==> src/rtl/mem_bus_arbiter_pkg.sv <==
// rtl/mem_bus_arbiter_pkg.sv - shared states, sel codes and request type for the memory bus arbiter
package mem_bus_arbiter_pkg;

    typedef enum logic [1:0] {
        S_ARB_IDLE     = 2'd0,
        S_ARB_ISSUE    = 2'd1,
        S_ARB_WAIT_ACK = 2'd2
    } arb_state_e;

    localparam logic [2:0]  SEL_BYTE      = 3'b000;
    localparam logic [2:0]  SEL_HALF      = 3'b001;
    localparam logic [2:0]  SEL_WORD      = 3'b010;
    localparam logic [31:0] RESET_PATTERN = 32'hFFFFFFFF;

    typedef struct packed {
        logic        we;
        logic [31:0] addr;
        logic [31:0] data;
        logic [2:0]  sel;
    } bus_req_t;

endpackage

==> src/rtl/arb_req_buf.sv <==
// rtl/arb_req_buf.sv - one-entry request buffer per master; valid doubles as the master's stall
module arb_req_buf
    import mem_bus_arbiter_pkg::*;
(
    input  logic     i_clk,
    input  logic     i_reset,
    input  logic     stb_i,
    input  bus_req_t req_i,
    input  logic     clr_i,
    output logic     valid_o,
    output bus_req_t req_o
);

    logic     valid_q, valid_d;
    bus_req_t req_q, req_d;

    // A strobe arriving while the entry is occupied is dropped.
    always_comb begin
        valid_d = valid_q;
        req_d   = req_q;
        if (clr_i) begin
            valid_d = 1'b0;
        end else if (stb_i && !valid_q) begin
            valid_d = 1'b1;
            req_d   = req_i;
        end
    end

    always_ff @(posedge i_clk) begin
        if (i_reset) begin
            valid_q <= 1'b0;
            req_q   <= '{we: 1'b0, addr: RESET_PATTERN, data: RESET_PATTERN, sel: SEL_WORD};
        end else begin
            valid_q <= valid_d;
            req_q   <= req_d;
        end
    end

    assign valid_o = valid_q;
    assign req_o   = req_q;

endmodule

==> src/rtl/mem_bus_arbiter.sv <==
// rtl/mem_bus_arbiter.sv - two-master to one-slave memory bus arbiter with registered outputs
module mem_bus_arbiter
    import mem_bus_arbiter_pkg::*;
#(
    parameter int          PRIORITY_MODE  = 0,
    parameter int          TIMEOUT_CYCLES = 0,
    parameter logic [31:0] ERR_DATA       = 32'hDEADBEEF
) (
    input  logic        i_clk,
    input  logic        i_reset,
    input  logic        i_m0_stb,
    input  logic        i_m0_we,
    input  logic [31:0] i_m0_addr,
    input  logic [31:0] i_m0_data,
    input  logic [2:0]  i_m0_sel,
    output logic [31:0] o_m0_data,
    output logic        o_m0_ack,
    output logic        o_m0_err,
    output logic        o_m0_stall,
    input  logic        i_m1_stb,
    input  logic        i_m1_we,
    input  logic [31:0] i_m1_addr,
    input  logic [31:0] i_m1_data,
    input  logic [2:0]  i_m1_sel,
    output logic [31:0] o_m1_data,
    output logic        o_m1_ack,
    output logic        o_m1_err,
    output logic        o_m1_stall,
    output logic        o_s_stb,
    output logic        o_s_we,
    output logic [31:0] o_s_addr,
    output logic [31:0] o_s_data,
    output logic [2:0]  o_s_sel,
    input  logic [31:0] i_s_data,
    input  logic        i_s_ack,
    input  logic        i_s_stall
);

    arb_state_e  state_q, state_d;
    logic        owner_q, owner_d;
    logic        last_grant_q, last_grant_d;
    logic [31:0] cnt_q, cnt_d, cnt_inc;
    logic        s_stb_q, s_stb_d;
    bus_req_t    s_req_q, s_req_d;
    logic [1:0]  ack_q, ack_d, err_q, err_d;
    logic [31:0] rdata_q [2];
    logic [31:0] rdata_d [2];
    logic [1:0]  valid, clr, stb_in;
    bus_req_t    req_in  [2];
    bus_req_t    req_buf [2];

    assign stb_in    = {i_m1_stb, i_m0_stb};
    assign req_in[0] = '{we: i_m0_we, addr: i_m0_addr, data: i_m0_data, sel: i_m0_sel};
    assign req_in[1] = '{we: i_m1_we, addr: i_m1_addr, data: i_m1_data, sel: i_m1_sel};

    for (genvar i = 0; i < 2; i++) begin : g_buf
        arb_req_buf u_buf (
            .i_clk   (i_clk),
            .i_reset (i_reset),
            .stb_i   (stb_in[i]),
            .req_i   (req_in[i]),
            .clr_i   (clr[i]),
            .valid_o (valid[i]),
            .req_o   (req_buf[i])
        );
    end

    always_comb begin
        state_d      = state_q;
        owner_d      = owner_q;
        last_grant_d = last_grant_q;
        cnt_d        = cnt_q;
        cnt_inc      = cnt_q + 32'd1;
        s_stb_d      = 1'b0;
        s_req_d      = s_req_q;
        ack_d        = 2'b00;
        err_d        = 2'b00;
        rdata_d      = rdata_q;
        clr          = 2'b00;
        case (state_q)
            S_ARB_IDLE: begin
                if (valid != 2'b00) begin
                    if (valid == 2'b11) begin
                        owner_d = (PRIORITY_MODE == 1) ? 1'b0 : ~last_grant_q;
                    end else begin
                        owner_d = valid[1];
                    end
                    state_d = S_ARB_ISSUE;
                end
            end
            S_ARB_ISSUE: begin
                if (!i_s_stall) begin
                    s_stb_d = 1'b1;
                    s_req_d = req_buf[owner_q];
                    cnt_d   = 32'd0;
                    state_d = S_ARB_WAIT_ACK;
                end
            end
            S_ARB_WAIT_ACK: begin
                // A timeout completes exactly like an ack, only with error data.
                if (i_s_ack || (TIMEOUT_CYCLES > 0 && cnt_inc == 32'(TIMEOUT_CYCLES))) begin
                    rdata_d[owner_q] = i_s_ack ? i_s_data : ERR_DATA;
                    err_d[owner_q]   = !i_s_ack;
                    ack_d[owner_q]   = 1'b1;
                    clr[owner_q]     = 1'b1;
                    last_grant_d     = owner_q;
                    state_d          = S_ARB_IDLE;
                end else begin
                    cnt_d = cnt_inc;
                end
            end
            default: state_d = S_ARB_IDLE;
        endcase
    end

    always_ff @(posedge i_clk) begin
        if (i_reset) begin
            state_q      <= S_ARB_IDLE;
            owner_q      <= 1'b0;
            last_grant_q <= 1'b1;
            cnt_q        <= 32'd0;
            s_stb_q      <= 1'b0;
            s_req_q      <= '{we: 1'b0, addr: RESET_PATTERN, data: RESET_PATTERN, sel: SEL_WORD};
            ack_q        <= 2'b00;
            err_q        <= 2'b00;
            rdata_q[0]   <= 32'd0;
            rdata_q[1]   <= 32'd0;
        end else begin
            state_q      <= state_d;
            owner_q      <= owner_d;
            last_grant_q <= last_grant_d;
            cnt_q        <= cnt_d;
            s_stb_q      <= s_stb_d;
            s_req_q      <= s_req_d;
            ack_q        <= ack_d;
            err_q        <= err_d;
            rdata_q[0]   <= rdata_d[0];
            rdata_q[1]   <= rdata_d[1];
        end
    end

    assign o_m0_data  = rdata_q[0];
    assign o_m1_data  = rdata_q[1];
    assign o_m0_ack   = ack_q[0];
    assign o_m1_ack   = ack_q[1];
    assign o_m0_err   = err_q[0];
    assign o_m1_err   = err_q[1];
    assign o_m0_stall = valid[0];
    assign o_m1_stall = valid[1];
    assign o_s_stb    = s_stb_q;
    assign o_s_we     = s_req_q.we;
    assign o_s_addr   = s_req_q.addr;
    assign o_s_data   = s_req_q.data;
    assign o_s_sel    = s_req_q.sel;

endmodule

==> config.mk <==
export PLATFORM = sky130hd
export DESIGN_NAME = mem_bus_arbiter
export DESIGN_NICKNAME = d
export VERILOG_FILES = /design/src/rtl/mem_bus_arbiter_pkg.sv /design/src/rtl/arb_req_buf.sv /design/src/rtl/mem_bus_arbiter.sv
export SDC_FILE = /design/constraint.sdc
export NUM_CORES = 1
export LEC_CHECK = 0
export CAP_MARGIN = 10
export CELL_PAD_IN_SITES_DETAIL_PLACEMENT = 0
export CELL_PAD_IN_SITES_GLOBAL_PLACEMENT = 1
export CORE_AREA = 8 8 177 179
export DETAILED_ROUTE_END_ITERATION = 6
export DIE_AREA = 0 0 185 187
export PLACE_DENSITY_LB_ADDON = 0.2
export REMOVE_ABC_BUFFERS = 1
export SLEW_MARGIN = 20
export SYNTH_ARGS = -nofsm -noshare
export SYNTH_HDL_FRONTEND = slang
export SYNTH_SLANG_ARGS = --single-unit
==> constraint.sdc <==
create_clock -name i_clk -period 4.2 [get_ports i_clk]
set_input_delay 0.84 -clock i_clk [delete_from_list [all_inputs] [get_ports i_clk]]
set_output_delay 0.84 -clock i_clk [all_outputs]
set_load 0.1 [all_outputs]
==> results.py <==
metrics = {
    "clocking": {
        "ctsResizeCount": 0,
        "clk_pin_slew_ns": 0.06,
        "clock_sinks": 279,
        "post-cts-setup-buffers": 0,
        "cts-htree-levels": 1,
        "cts_tree": "yes",
        "cts_buffer_depth": 3,
        "cts_buffers": 30,
        "clockRootBuffer": "clkbuf_16",
        "cts-hold-fix-buffers": 0,
        "clk_latency_ns": 0.55,
    },
    "grt": {
        "grt_pass1_wl_um": 47300,
        "first_global_vias": 8578,
        "grt.total_usage": 0.168,
        "antenna_found_initial": 5,
        "grt_max_degree": 232,
        "grt-ovfl-total": 0,
    },
    "outcome": {
        "run_status": "complete, no violations",
    },
    "synth": {
        "ys_warn_count": 0,
        "syn-instance-count": 1103,
        "avgSynthCellArea_sq_um": 9.94,
        "synth_edf_count": 0,
        "netlist_top_cells_area": "dfxtp_1 (51%), mux2i_1 (19%), nor2_1 (11%), a211o_1 (5.2%), a22o_1 (3.8%)",
        "synth_area_sq_mm": 0.0110,
        "synth_area_leader_cell": "dfxtp_1",
        "ys.flop_type": "dfxtp_1",
        "yosysUniqueCellTypes": 30,
        "ys_ff_latch": 279,
        "synth.top_cell.area_share": 0.509,
        "synth-seq-area-share": 0.509,
        "ys_async_sr_fraction": 0,
    },
    "timing": {
        "hold_viol_final": 0,
        "worst_pin_slew_ns": 1.07,
        "slew-limit-headroom": 0.287,
        "skew_ns": 0.0194,
        "fin_tns_setup_ns": 0,
        "setup_viol": 0,
        "drv_slew": 0,
        "fmax_ghz": 0.323,
        "period_share": 0.738,
        "finalCriticalPeriod_ns": 3.10,
        "rsz0062_at_grt": "false",
    },
    "setup_path": {
        "r2r-start": "owner_q$_SDFFE_PP0P_",
        "crit_arrival_ns": 2.26,
        "path_buf_inv": 1,
        "crit_cells": 1,
        "cp_slowest_cell": "clkdlybuf4s50_1",
        "cp-start-kind": "flip-flop",
        "cp-end-kind": "output pin",
        "crit_start": "g_buf[0].u_buf.valid_o$_SDFFE_PP0P_",
        "r2r_end": "o_s_data[6]$_SDFFE_PP1P_",
        "endpoint": "o_m0_stall",
        "crit_fanout": 6,
        "cp_top_family": "buffers and inverters",
        "crit_type": "flip-flop to output pin",
        "cp_data_required_time_ns": 3.36,
        "reg2reg_slack_ns": 1.93,
        "worstPathCellList": "clkdlybuf4s50_1",
        "slowest_delay_ns": 1.22,
        "r2r_cells": 4,
    },
    "die": {
        "start_util": 0.386,
        "fp-row-count": 62,
        "die_x_um": 185,
        "die_area_sq_mm": 0.0346,
        "core_sq_mm": 0.0284,
        "ioPinCount": 313,
        "die_h_um": 187,
    },
    "placed_design": {
        "gp_congestion": 0.801,
        "dp_cells": 1718,
        "dpl.hpwl_um": 20500,
        "io_buffers": 312,
    },
    "drt": {
        "drt_iter0_drc": 425,
        "vias": 8555,
        "drc": 0,
        "post_drt_wl_per_cell_um": 17.4,
        "vias_per_cell": 4.83,
        "first_pass_iters": 6,
        "totalWireLength_um": 30900,
        "postRouteAntennaNets": 0,
    },
    "finish": {
        "layout-drive-gt1-share": 0.0512,
        "fin_nets": 1540,
        "syn_to_final_growth_pct": 38.8,
        "finalNonFillerCells": 1773,
    },
    "min_path": {
        "hold_start": "o_s_addr[5]$_SDFFE_PP1P_",
        "min_path_type": "flip-flop to flip-flop",
    },
    "job": {
        "maxCapViolCount": 0,
    },
    "pwr": {
        "p_leak_nw": 5.93,
        "peakVddDrop_mv": 0.261,
        "power_per_cell_area_mw_per_mm2": 444,
    },
}
[metrics by stage]
stage | area (sq um) | hold slack, ns | total power [mW] | util | setup WS, ns
after CTS | 15200 | 0.463 | 6.84 | 0.536 | 1.07
after floorplan | 10500 | 0.447 | 3.79 | - | -5.58
after global placement | 14200 | 0.444 | 4.20 | 0.501 | 1.28
final | 15200 | 0.463 | 6.76 | 0.536 | 1.10
after global routing | 15200 | 0.476 | 7.03 | 0.536 | 1.02
after detailed placement | 14200 | 0.448 | 4.21 | 0.501 | 1.23
[cells in the final DEF (no fill, tap or decap), types with 3 or more instances in the layout]
master | synthesis | layout
buf_12 | 0 | 3
clkbuf_16 | 0 | 31
a211oi_1 | 4 | 4
a211o_1 | 65 | 65
mux2i_1 | 204 | 204
clkinvlp_4 | 0 | 3
clkbuf_8 | 0 | 5
buf_4 | 10 | 11
a22o_1 | 48 | 48
clkinv_2 | 0 | 6
clkbuf_1 | 51 | 7
clkdlybuf4s50_1 | 0 | 311
nand2b_1 | 37 | 37
nor2_1 | 331 | 329
dfxtp_1 | 279 | 278
a32o_1 | 16 | 16
[how the worst min path moves through the flow]
stage	endpoint	cells past startpoint
after floorplan	g_buf[0].u_buf.req_o[0]$_SDFFE_PP0P_	2
after global placement	o_s_data[1]$_SDFFE_PP1P_	1
after detailed placement	o_s_addr[5]$_SDFFE_PP1P_	1
after CTS	o_s_addr[5]$_SDFFE_PP1P_	1
after global routing	o_s_addr[9]$_SDFFE_PP1P_	1
final	o_s_addr[5]$_SDFFE_PP1P_	1
[where the power goes]
group	total [mW]	leakage (nW)	switching, mW	internal [mW]
Clock	2.62	0.478	1.06	1.56
Combinational	1.24	3.16	0.783	0.456
Sequential	2.90	2.29	0.0981	2.80
[per-layer routing]
layer,wire length [um],vias up,GRT usage
li1,-,4312,-
met1,13800,3959,0.212
met2,13800,227,0.274
met3,2730,47,0.0552
met4,484,10,0.0388
met5,67,-,0
[cells by family (layout without fill, tap and decap cells)]
family,count (synthesis),in the layout,share of synthesized area
DFF,279,279,0.509
buffers and inverters,98,382,0.0478
AOI/OAI and AO/OA,140,140,0.112
and+or+nand+nor,381,381,0.144
muxes,204,204,0.186
other,1,3,0.000342
[synthesized netlist by cell type, types with 2 or more instances]
| master | n |
|---|---|
| mux2i_1 | 204 |
| a32o_1 | 16 |
| buf_2 | 17 |
| nor3b_1 | 2 |
| a21oi_1 | 2 |
| buf_6 | 13 |
| buf_1 | 5 |
| nand2b_1 | 37 |
| a211oi_1 | 4 |
| a211o_1 | 65 |
| clkbuf_1 | 51 |
| nand2_1 | 2 |
| inv_1 | 2 |
| dfxtp_1 | 279 |
| nor2b_1 | 2 |
| buf_4 | 10 |
| nor2_1 | 331 |
| a22o_1 | 48 |
| o21a_1 | 2 |
[flip-flops by register name (all words and copies together) (netlist names)]
register             flops
g_buf.u_buf.req_o      136
o_m0_data               32
o_m1_data               32
o_s_addr                32
o_s_data                32
o_s_sel                  3
ack_q                    2
err_q                    2
g_buf.u_buf.valid_o      2
state_q                  2
last_grant_q             1
o_s_stb                  1
o_s_we                   1
owner_q                  1
[layout make-up]
cell class,instances,area (sq um)
Antenna cell,1,2.50
Clock buffer,43,871
Clock inverter,11,113
Fill cell,2585,13200
Inverter,2,7.51
Multi-Input combinational cell,727,4880
Sequential cell,279,5590
Tap cell,384,480
Timing Repair Buffer,326,3270
(Power assumes the default switching activity.)
==> patch 1: new RTL, config.mk and constraints unchanged <==
Reset style: asynchronous (`i_reset`), changed in 2 clocked blocks.
--- a/src/rtl/arb_req_buf.sv
+++ b/src/rtl/arb_req_buf.sv
@@ -26,7 +26,7 @@
         end
     end
 
-    always_ff @(posedge i_clk) begin
+    always_ff @(posedge i_clk or posedge i_reset) begin
         if (i_reset) begin
             valid_q <= 1'b0;
             req_q   <= '{we: 1'b0, addr: RESET_PATTERN, data: RESET_PATTERN, sel: SEL_WORD};
--- a/src/rtl/mem_bus_arbiter.sv
+++ b/src/rtl/mem_bus_arbiter.sv
@@ -113,7 +113,7 @@
         endcase
     end
 
-    always_ff @(posedge i_clk) begin
+    always_ff @(posedge i_clk or posedge i_reset) begin
         if (i_reset) begin
             state_q      <= S_ARB_IDLE;
             owner_q      <= 1'b0;
Function: differs if i_reset is asserted again (counterexample within 4 cycles, from zero or initial values and one cycle with i_reset high); with i_reset held inactive, the same outputs for 4 cycles.
==> patch 1 against the unedited design <==
Worst setup slack better by 0.047 ns. Sequential cell count stayed put. Area after synthesis is 2.8% higher. Clock skew is 0.0099 ns lower. Cell area is 5.5% higher. Via count is 17% lower. Core utilization is 2.9 points higher. Die area stayed put. Routed wire length is 5.6% lower. Synthesized cell count is 32% lower. Count of clock-buffer cells in the layout is 14 higher.
Power is left out: the tool's default activity adds up to more than one toggle a clock period on the data nets, which glitch-free logic cannot reach.
==> patch 1: results (changes against the unedited design) <==
sequential share of the synthesized area=0.641 (+0.132); initial antenna violation count=3 (-2); Via Count=7,093 (-17%); R2R Setup Slk=1.70 ns (-0.23 ns); Nets=1,247 (-19%); Largest register FFs=136 (unchanged); first-pass GRT wire length=45.6 mm (-3.7%); Crit. Startpoint=o_s_data[24]$_DFFE_PP1P_; Reg2Reg Depth=4 (unchanged); Reg-to-Reg End=g_buf[0].u_buf.req_o[63]$_DFFE_PP1P_; dpl hpwl=19.9 mm (-2.7%); layout cells sized above 1=0.419 (+0.368); family with the most delay on the worst path=buffers and inverters; final setup vio count=0 (unchanged); ys flop type=dfstp_2; CTS root buf=clkbuf_16; asr flop ratio synth=1.00 (+1.00); largest net degree at the start of global routing=138 (-41%); Port Buffer Count=312 (unchanged); Post CTS Setup Buffer Count=0 (unchanged); Critical Path Slowest Stage Cell=clkdlybuf4s50_1; worst clock skew=0.00945 ns (-0.00993 ns); Critical path destination=o_s_data[24]; vias in the first global route=7,887 (-8.1%); DRT Pass-1 Iters=5 (-1); Initial DRC Count=314 (-26%); Hold Vio Cnt, Final=0 (unchanged); Post-synth top cells=dfstp_2, mux2_2, dfrtp_1, nor2_1; routed length per instance=19.6 um (+13%); CP Data Arrival Time=2.21 ns (-0.05 ns); Tot GR Track Use=0.167 (-0.00162); critical path peak fanout=2 (-4); reg2reg start=owner_q$_DFFE_PP0P_; H-tree Lvls=2 (+1); Slew headroom=0.292 (+0.00461); CTS clk-pin slew, worst paths=0.06 ns (about the same); Clock Latency Late Sink=0.49 ns (-0.06 ns); Worst Hold Class=reg -> reg; post-cts sizing count=0 (unchanged); Netlist cell types=26 (-13%); Yosys warning count=0 (unchanged); Synth area leaders=dfstp_2, dfrtp_1, mux2_2; cts bufs inserted=34 (+13%); CP peak stage delay=1.19 ns (-0.03 ns); routability cong.=0.727 (-9.2%); status=complete, no violations
[patch 1: cell families after synthesis]
group | share of synthesized area
AO/OA/AOI/OAI | 0.0322
buffers and inverters | 0.0229
other | 0.000333
AND/OR/NAND/NOR | 0.0335
multiplexers | 0.270
flip-flops | 0.641
[patch 1: worst min path at each step]
stage,from,end,slack [ns],depth (start not counted)
after floorplan,last_grant_q$_DFFE_PP1P_,last_grant_q$_DFFE_PP1P_,0.46,2
final,last_grant_q$_DFFE_PP1P_,last_grant_q$_DFFE_PP1P_,0.48,2
after CTS,last_grant_q$_DFFE_PP1P_,last_grant_q$_DFFE_PP1P_,0.49,2
after global routing,o_s_data[28]$_DFFE_PP1P_,o_s_data[28]$_DFFE_PP1P_,0.51,2
after detailed placement,last_grant_q$_DFFE_PP1P_,last_grant_q$_DFFE_PP1P_,0.48,2
after global placement,last_grant_q$_DFFE_PP1P_,last_grant_q$_DFFE_PP1P_,0.48,2
[patch 1: final cells by class]
cell class / count / area [um2]
Antenna cell: 3 / 7.51
Clock buffer: 57 / 1090
Clock inverter: 5 / 52.6
Fill cell: 2395 / 12300
Inverter: 2 / 15.0
Multi-Input combinational cell: 427 / 3820
Sequential cell: 279 / 7230
Tap cell: 384 / 480
Timing Repair Buffer: 329 / 3350
[patch 1: metal layers]
layer	up-vias	part of all wire	track usage	wire [um]
met3	41	0.11	0.0771	3320
li1	3276	-	-	-
met5	-	0.00045	0	13
met4	2	0.019	0.0496	542
met2	259	0.44	0.248	12800
met1	3515	0.43	0.213	12500
[patch 1: per-stage QoR]
step                      area [um2]  instances  setup WS [ns]  utilization
final                          16000       1486           1.15        0.565
after CTS                      16000       1483           1.12        0.565
after floorplan                11000        708          -4.69            -
after detailed placement       14900       1421           1.04        0.525
after global placement         14900       1421           1.08        0.525
after global routing           16000       1485           1.09        0.565
==> patch 2: new RTL, same settings <==
Without the edit above. The parameter `PRIORITY_MODE` goes from 0 to 1.
--- a/src/rtl/mem_bus_arbiter.sv
+++ b/src/rtl/mem_bus_arbiter.sv
@@ -2,7 +2,7 @@
 module mem_bus_arbiter
     import mem_bus_arbiter_pkg::*;
 #(
-    parameter int          PRIORITY_MODE  = 0,
+    parameter int          PRIORITY_MODE  = 1,
     parameter int          TIMEOUT_CYCLES = 0,
     parameter logic [31:0] ERR_DATA       = 32'hDEADBEEF
 ) (
Function: same outputs for any inputs over 4 cycles, from zero or initial values and one cycle with i_reset high; that may be too few to reach the edited logic, so the function may still have changed.
==> patch 2 against the unedited design <==
Clock power up 9.5%. Area after synthesis down 0.51%. Sequential cell count down 1. Worst setup slack improved by 0.068 ns. Cell count grew 0.11%. Critical endpoint unchanged. Cell area rose by 0.73%. Routed wire length about the same. Power grew 3.7%. Fmax up 2.2%. Highest routed layer unchanged.
==> patch 2: results (changes against the unedited design) <==
CP Data Arrival Time=2.19 ns (-0.07 ns); critical path peak fanout=5 (-1); Clock Latency Late Sink=0.49 ns (-0.06 ns); maximum VDD drop=266 uV (+2.1%); DRT Pass-1 Iters=4 (-2); Ant. Diodes=4 (+3); Lkg Pwr=5.98 nW (+0.94%); Via Count=8,599 (+0.51%); WL met1=13.3 mm (-3.8%); GR Layer Usage met1=0.205 (-0.00672); Netlist cell types=25 (-17%); Initial DRC Count=325 (-24%); sequential share of the synthesized area=0.510 (+0.000795); routing usage on met2=0.276 (+0.00227); H-tree Lvls=2 (+1); Data buffer area share=0.214 (-0.000908); dpl hpwl=20.1 mm (-1.7%); cts bufs inserted=34 (+13%); initial antenna violation count=4 (-1); layout cells sized above 1=0.0519 (+0.000758); R2R Setup Slk=1.86 ns (-0.07 ns); first-pass GRT wire length=47.1 mm (-0.35%); status=complete, no violations; met3 Resource Use GR=0.0583 (+0.00311); routed length per instance=17.4 um (-0.16%); Non-Clock Buffer Count=324 (-0.61%); number of sequential cells=278 (-0.36%); pre-CTS WS=1.20 ns (-0.0211 ns); post-route cell area=15,300 um2 (+0.73%); vias in the first global route=8,524 (-0.63%); combinational group share of total power=0.178 (-0.005); Synth area leaders=dfxtp_1, mux2i_1, nor2_1; met2 wire length=14.0 mm (+2.0%); Nets=1,537 (-0.19%); Multi-input gate area=4860 um2 (-0.36%); Seq area share=0.363 (-0.00398); clk cell area share=0.0730 (+0.00835); routability cong.=0.769 (-4.0%); largest net degree at the start of global routing=118 (-49%); seq pwr=2.89 mW (about the same); Tot GR Track Use=0.169 (+0.000862); Fin Hold WS=0.461 ns (-0.00211 ns); Hold Path End=o_s_data[18]$_SDFFE_PP1P_
## patch 2: cell types whose count changed in the layout (fill, tap and decap cells not counted), sizes merged, moves of 2 or more
cell	unedited run	this run
buf	15	13
clkbuf	43	54
clkinv	6	4
clkinvlp	3	0
diode	1	4
nand2	2	0
nor2	331	334
nor2b	2	0
## patch 2: logic make-up after synthesis
| group | count (synthesis) | share of synthesized area |
|---|---|---|
| AND/OR/NAND/NOR | 380 | 0.144 |
| flip-flops | 278 | 0.510 |
| multiplexers | 204 | 0.187 |
| other | 1 | 0.000344 |
| AO/OA/AOI/OAI | 138 | 0.111 |
| buffers and inverters | 95 | 0.0471 |
## patch 2: stage by stage
step	std cells	power, mW
after detailed placement	1711	4.20
after global placement	1711	4.20
after floorplan	1003	3.78
final	1775	7.01
after global routing	1773	7.29
after CTS	1771	7.11
## patch 2: worst max-delay path by stage
stage	to	slack, ns	startpoint	cells past startpoint
finish	o_m0_stall	1.17	g_buf[0].u_buf.valid_o$_SDFFE_PP0P_	1
global route	o_m0_stall	1.12	g_buf[0].u_buf.valid_o$_SDFFE_PP0P_	1
CTS	o_m0_stall	1.15	g_buf[0].u_buf.valid_o$_SDFFE_PP0P_	1
detailed placement	o_s_addr[11]$_SDFFE_PP1P_	1.20	i_s_stall	5
global placement	o_s_addr[15]$_SDFFE_PP1P_	1.25	i_s_stall	5
floorplan	g_buf[1].u_buf.req_o[0]$_SDFFE_PP0P_	-5.58	owner_q$_SDFFE_PP0P_	3
## patch 2: worst register-to-register path, stage by stage (launching register included)
cell and delay (ns):
dfxtp_4 0.81, buf_4 0.75, mux2i_1 0.28, nor2_1 0.07, a211o_1 0.32
